<file path="src/rtl/svc_rv_stage_wb_ctl_pkg.sv">
// Shared definitions for the RISC-V write-back stage.
//   I_EBREAK   - encoding of the EBREAK instruction
//   wb_state_t - write-back control FSM states
package svc_rv_stage_wb_ctl_pkg;

  localparam logic [31:0] I_EBREAK = 32'h0010_0073;

  typedef enum logic {
    WB_RUN    = 1'b0,
    WB_HALTED = 1'b1
  } wb_state_t;

endpackage

</file>
<file path="src/rtl/svc_muxn.sv">
// N-way one-hot-free select of WIDTH-bit lanes.
//   sel_i  - lane index; an index with no matching lane yields 0
//   data_i - packed lanes, lane k = data_i[k*WIDTH +: WIDTH]
//   data_o - selected lane
module svc_muxn #(
  parameter  int WIDTH = 32,
  parameter  int N     = 6,
  localparam int SEL_W = (N > 1) ? $clog2(N) : 1
) (
  input  logic [SEL_W-1:0]   sel_i,
  input  logic [N*WIDTH-1:0] data_i,
  output logic [WIDTH-1:0]   data_o
);

  always_comb begin
    data_o = '0;
    for (int k = 0; k < N; k++) begin
      if (sel_i == SEL_W'(k)) data_o = data_i[k*WIDTH +: WIDTH];
    end
  end

endmodule

</file>
<file path="src/rtl/svc_rv_retire_cnt.sv">
// Wrapping event counter (instret, cycle counts).
//   inc_i   - add one this cycle
//   clr_i   - force zero next cycle; takes priority over inc_i
//   count_o - current count, wraps modulo 2^CNT_W
module svc_rv_retire_cnt #(
  parameter int CNT_W = 64
) (
  input  logic             clk,
  input  logic             rst_n,
  input  logic             inc_i,
  input  logic             clr_i,
  output logic [CNT_W-1:0] count_o
);

  logic [CNT_W-1:0] count_q;

  always_ff @(posedge clk or negedge rst_n) begin
    if (!rst_n) begin
      count_q <= '0;
    end else if (clr_i) begin
      count_q <= '0;
    end else if (inc_i) begin
      count_q <= count_q + CNT_W'(1);
    end
  end

  assign count_o = count_q;

endmodule

</file>
<file path="src/rtl/svc_rv_stage_wb_ctl.sv">
// RISC-V write-back stage: optional output register, N-way result select,
// register-file write port / forwarding tap, instret counter, EBREAK halt.
//   in_*          - MEM-stage instruction with valid/ready handshake
//   rd_wen/addr/data - register-file write port (rd_data doubles as fwd tap)
//   retire/ebreak - retire strobe and EBREAK retire pulse
//   halted/resume - debug halt status and release
//   instret(_clr) - retired-instruction count and synchronous clear
//
// state     | meaning
// WB_RUN    | accepting and retiring instructions
// WB_HALTED | EBREAK retired, nothing accepted until resume
module svc_rv_stage_wb_ctl
  import svc_rv_stage_wb_ctl_pkg::*;
#(
  parameter  int XLEN    = 32,
  parameter  int NUM_SRC = 6,
  parameter  int REG_OUT = 1,
  parameter  int CNT_W   = 64,
  localparam int SEL_W   = (NUM_SRC > 1) ? $clog2(NUM_SRC) : 1
) (
  input  logic                    clk,
  input  logic                    rst_n,
  input  logic                    in_valid,
  output logic                    in_ready,
  input  logic [31:0]             in_instr,
  input  logic                    in_reg_wr,
  input  logic [4:0]              in_rd,
  input  logic [SEL_W-1:0]        in_res_src,
  input  logic [NUM_SRC*XLEN-1:0] in_res,
  output logic                    rd_wen,
  output logic [4:0]              rd_addr,
  output logic [XLEN-1:0]         rd_data,
  output logic                    retire,
  output logic                    ebreak,
  output logic                    halted,
  input  logic                    resume,
  input  logic                    instret_clr,
  output logic [CNT_W-1:0]        instret
);

  localparam logic [SEL_W:0] SRC_LIM = (SEL_W+1)'(NUM_SRC);

  wb_state_t state_q;

  logic                    stg_valid;
  logic [31:0]             stg_instr;
  logic                    stg_reg_wr;
  logic [4:0]              stg_rd;
  logic [SEL_W-1:0]        stg_src;
  logic [NUM_SRC*XLEN-1:0] stg_res;
  logic                    stg_ebreak;

  assign stg_ebreak = (stg_instr == I_EBREAK);

  generate
    if (REG_OUT != 0) begin : g_reg
      logic                    valid_q;
      logic [31:0]             instr_q;
      logic                    reg_wr_q;
      logic [4:0]              rd_q;
      logic [SEL_W-1:0]        src_q;
      logic [NUM_SRC*XLEN-1:0] res_q;
      logic                    accept;

      assign accept = in_valid && in_ready;

      always_ff @(posedge clk or negedge rst_n) begin
        if (!rst_n) begin
          valid_q  <= 1'b0;
          instr_q  <= '0;
          reg_wr_q <= 1'b0;
          rd_q     <= '0;
          src_q    <= '0;
          res_q    <= '0;
        end else begin
          valid_q <= accept;
          if (accept) begin
            instr_q  <= in_instr;
            reg_wr_q <= in_reg_wr;
            rd_q     <= in_rd;
            src_q    <= in_res_src;
            res_q    <= in_res;
          end
        end
      end

      assign stg_valid  = valid_q;
      assign stg_instr  = instr_q;
      assign stg_reg_wr = reg_wr_q;
      assign stg_rd     = rd_q;
      assign stg_src    = src_q;
      assign stg_res    = res_q;
      // Blocks the instruction queued behind a retiring EBREAK.
      assign in_ready   = (state_q == WB_RUN) && !(stg_valid && stg_ebreak);
    end else begin : g_comb
      assign stg_valid  = in_valid && in_ready;
      assign stg_instr  = in_instr;
      assign stg_reg_wr = in_reg_wr;
      assign stg_rd     = in_rd;
      assign stg_src    = in_res_src;
      assign stg_res    = in_res;
      // The stage is the input, so the EBREAK term would only loop back on
      // itself; the instruction after an EBREAK arrives once HALTED anyway.
      assign in_ready   = (state_q == WB_RUN);
    end
  endgenerate

  logic [XLEN-1:0] mux_data;
  logic [XLEN-1:0] sel_data;
  logic [4:0]      addr_q;
  logic [XLEN-1:0] data_q;

  svc_muxn #(.WIDTH(XLEN), .N(NUM_SRC)) u_mux (
    .sel_i  (stg_src),
    .data_i (stg_res),
    .data_o (mux_data)
  );

  assign sel_data = ({1'b0, stg_src} < SRC_LIM) ? mux_data : '0;

  assign retire = stg_valid;
  assign rd_wen = retire && stg_reg_wr && (stg_rd != 5'd0);
  assign ebreak = retire && stg_ebreak;

  // Write port holds its last retired value between retires.
  always_ff @(posedge clk or negedge rst_n) begin
    if (!rst_n) begin
      addr_q <= '0;
      data_q <= '0;
    end else if (retire) begin
      addr_q <= stg_rd;
      data_q <= sel_data;
    end
  end

  assign rd_addr = retire ? stg_rd : addr_q;
  assign rd_data = retire ? sel_data : data_q;

  always_ff @(posedge clk or negedge rst_n) begin
    if (!rst_n) begin
      state_q <= WB_RUN;
    end else begin
      case (state_q)
        WB_RUN:    if (ebreak) state_q <= WB_HALTED;
        WB_HALTED: if (resume) state_q <= WB_RUN;
        default:   state_q <= WB_RUN;
      endcase
    end
  end

  assign halted = (state_q == WB_HALTED);

  svc_rv_retire_cnt #(.CNT_W(CNT_W)) u_instret (
    .clk     (clk),
    .rst_n   (rst_n),
    .inc_i   (retire),
    .clr_i   (instret_clr),
    .count_o (instret)
  );

endmodule

</file>
<file path="config.mk">
export PLATFORM = sky130hd
export DESIGN_NAME = svc_rv_stage_wb_ctl
export DESIGN_NICKNAME = d
export VERILOG_FILES = /design/src/rtl/svc_rv_stage_wb_ctl_pkg.sv /design/src/rtl/svc_muxn.sv /design/src/rtl/svc_rv_retire_cnt.sv /design/src/rtl/svc_rv_stage_wb_ctl.sv
export SDC_FILE = /design/constraint.sdc
export NUM_CORES = 1
export LEC_CHECK = 0
export ABC_AREA = 1
export CAP_MARGIN = 20
export CORE_ASPECT_RATIO = 0.9
export CORE_MARGIN = 8
export CORE_UTILIZATION = 53
export CTS_BUF_LIST = sky130_fd_sc_hd__clkbuf_4
export CTS_CLUSTER_SIZE = 30
export DETAILED_ROUTE_END_ITERATION = 12
export PLACE_DENSITY_LB_ADDON = 0.1
export SLEW_MARGIN = 20
export SYNTH_ARGS = -nofsm -noshare
export SYNTH_HDL_FRONTEND = slang
export SYNTH_SLANG_ARGS = --single-unit
</file>
<file path="constraint.sdc">
create_clock -name clk -period 2 [get_ports clk]
set_input_delay 0.4 -clock clk [delete_from_list [all_inputs] [get_ports clk]]
set_output_delay 0.4 -clock clk [all_outputs]
set_load 0.02 [all_outputs]
</file>
==> run summary <==
Worst-margin pin slew -> 475.6 ps
Pin count of the biggest net entering global routing -> 79
Unique masters post-synth -> 35
Worst reg2reg path depth -> 12
Critical Path Start Type -> flip-flop
Placer Congestion -> 0.9671
Initial antenna violation count -> 10
Drt via density -> 5.754
Post-route ant nets -> 0
DIE AREA -> 36590 sq um
Wire length per cell -> 21.93 um
Crit path capture type -> primary output
Vias in the first global route -> 16750
Die width -> 200.7 um
Pre-CTS setup slack -> -502.4 ps
Kind of critical path -> flip-flop to primary output
Total track usage -> 30.64%
Root buffer cell -> clkbuf_4
Final-stage net count -> 2897
Fmax -> 308.7 MHz
Leak -> 12.17 nW
Initial Util -> 53.19%
Final setup fails -> 253
GRT overflow -> 0
Htree depth -> 3
Total power draw -> 19.76 mW
Residual DRC count -> 0
Max FO, Critical Path -> 8
TritonCTS clock tree -> built
Max-cap viol count -> 0
Drt pass-1 iters -> 6
Clock sinks -> 336
First-pass GRT wire length -> 89.91 mm
Hold Path Sink -> g_reg.reg_wr_q
Vias post-DR -> 18040
I/O Pins -> 344
Unrepaired setup endpoints after global routing -> true
Final Max Tran Viols -> 0
CTS buffer count -> 87
FF-to-FF setup slack -> -220 ps
Sequential area share after synthesis -> 51.65%
Dominant synthesized flop cell -> dfrtp_1
Hold Vio Cnt, Final -> 0
Port Buffers -> 343
Height of the die -> 182.3 um
DP HPWL -> 40.28 mm
Post-synth ARST share -> 100.0%
Worst slew margin -> 68.29%
Worst Path Arrival -> 2840 ps
Mean area per synthesized cell -> 7.632 sq um
WL final -> 68.79 mm
Core area -> 30610 sq um
Reg clk slew, reported paths -> 70 ps
Hold Startpoint -> in_valid
YS warnings -> 0
Tcrit/Tclk final -> 162.0%
Clk Latency, worst-skew pair -> 760 ps
P&R area growth vs syn -> 49.50%
Hold Path Class -> input port to flip-flop
Setup ws final -> -1239 ps
Fin Hold WS -> 55.21 ps
Syn nets -> 2372
Worst r2r src -> g_reg.instr_q[31]
Placement Rows -> 61
Number of synthesized flops with an enable pin -> 0
Share of post-route cells with drive strength above 1 -> 20.70%
Setup Skew -> 46.13 ps
Hold path cells -> 3
Initial DRC Count -> 1974
Required time worst endpoint -> 1600 ps
Pwr dens -> 812.0 nW/um^2
Final min period -> 3239 ps
R2r endpoint -> g_reg.res_q[16]
Violated checks -> negative setup slack
Cells after Synth -> 2133
Clock tree buffer depth -> 3
Maximum vdd ir drop -> 582.3 uV
Cell Area, Synth -> 16280 sq um
Register bit total from synthesis -> 336
Status -> finished with violations
-- kinds of logic (layout without fill, tap and decap cells) --
| group | Yosys count | count (layout) | share of synthesized area [%] |
|---|---|---|---|
| adder cells (fa/ha/maj) | 1 | 1 | 0.07685 |
| AO/OA/AOI/OAI | 161 | 161 | 5.449 |
| AND/OR/NAND/NOR | 1374 | 1374 | 36.03 |
| flip-flops | 336 | 336 | 51.65 |
| other | 0 | 7 | 0 |
| buffers and inverters | 261 | 848 | 6.794 |
-- cells in the mapped netlist (2+ instances only) --
master	n	share of area (%)
dfrtp_1	336	52
buf_4	18	0.83
nor2_2	7	0.27
nand4_1	51	2.0
nand3_2	2	0.12
nand2_1	815	19
nor3b_1	4	0.18
o21ai_0	29	0.89
buf_1	18	0.42
nand3_1	314	9.7
nor2_4	7	0.48
inv_1	139	3.2
clkbuf_1	51	1.2
buf_2	29	0.89
nor3_2	4	0.25
inv_2	3	0.069
o21ai_1	2	0.061
nor3_1	18	0.55
a22oi_1	28	1.3
a21oi_1	97	3.0
nor4_1	2	0.077
nand2_2	2	0.077
buf_6	3	0.21
nor2_1	143	3.3
-- cells in the final DEF, fill, tap and decap left out, drive strengths merged --
cell type / instances
and3: 1
clkinvlp: 1
clkbuf: 149
dlygate4sd3: 1
diode: 7
a211oi: 1
a31oi: 1
clkinv: 31
o21ai: 31
inv: 146
clkdlybuf4s50: 235
nand3: 316
a22oi: 28
a21oi: 97
nor2: 158
and2: 1
bufinv: 2
nor3: 22
o21bai: 1
o21a: 1
clkdlybuf4s15: 13
dfrtp: 336
buf: 228
dlygate4sd2: 42
nand4: 51
nand3b: 1
nor3b: 4
ha: 1
nor4: 2
nand2: 818
o31ai: 1
-- sequential cells by signal, summed over array words and instances (netlist names) --
name	flops
g_reg.res_q	192
addr_q	5
data_q	32
g_reg.rd_q	5
halted	1
g_reg.instr_q	32
u_instret.count_o	64
retire	1
g_reg.src_q	3
g_reg.reg_wr_q	1
-- metal layers --
layer | track usage (%) | up-vias | wire, um | share of wire, %
met5 | 0 | - | 30 | 0.044
met4 | 13.59 | 6 | 4122 | 6.0
met3 | 7.799 | 306 | 7802 | 11
met2 | 48.30 | 1177 | 31010 | 45
met1 | 39.73 | 8538 | 25830 | 38
li1 | - | 8016 | - | -
-- critical path: stages (launching register included) --
cell and delay (ps):
dfrtp_2 470, buf_4 170, nand3_4 100, inv_8 60
buf_12 140, buf_4 150, a22oi_2 160, nand4_1 390
nand2_1 220, nand2_2 80, buf_6 140
-- worst max path at each step --
stage | startpoint | endpoint | slack (ps) | cells after the start
final | g_reg.src_q[1] | rd_data[31] | -1240 | 10
after global routing | g_reg.src_q[1] | rd_data[31] | -1290 | 10
after floorplan | retire | rd_data[25] | 50 | 6
after global placement | g_reg.src_q[2] | rd_data[20] | -490 | 9
after CTS | g_reg.src_q[1] | rd_data[18] | -880 | 10
after detailed placement | g_reg.src_q[2] | rd_data[20] | -500 | 9
-- layout make-up --
class	instances	area, sq um
Antenna cell	7	17.52
Clock buffer	113	848.3
Sequential cell	336	8417
Clock inverter	38	205.2
Tap cell	409	511.7
Fill cell	2095	6269
Multi-Input combinational cell	1536	7412
Timing Repair Buffer	555	6372
Inverter	142	553.0
-- power breakdown --
group | internal [mW] | switching (mW)
combinational | 2.56 | 2.97
sequential | 7.67 | 0.626
clock | 2.90 | 3.04
total | 13.1 | 6.63
-- metrics by stage --
stage | instances | util [%] | TNS (ps) | area, sq um
after floorplan | 2133 | - | 0 | 16280
after global placement | 2852 | 67.58 | -11800 | 20680
after detailed placement | 2852 | 67.58 | -13090 | 20680
after CTS | 3046 | 73.72 | -27100 | 22560
after global routing | 3136 | 79.52 | -78120 | 24340
final | 3136 | 79.52 | -43270 | 24340
-- timing repair --
item	4_1_cts	5_1_grt
endpoints found under the setup margin	120	264
hold endpoints to repair	198	0
hold buffers	1	0
gates cloned	8	45
buffers inserted	34	42
gates resized for setup	384	178
pin swaps	39	65
Power figures use the tool's default switching activity.
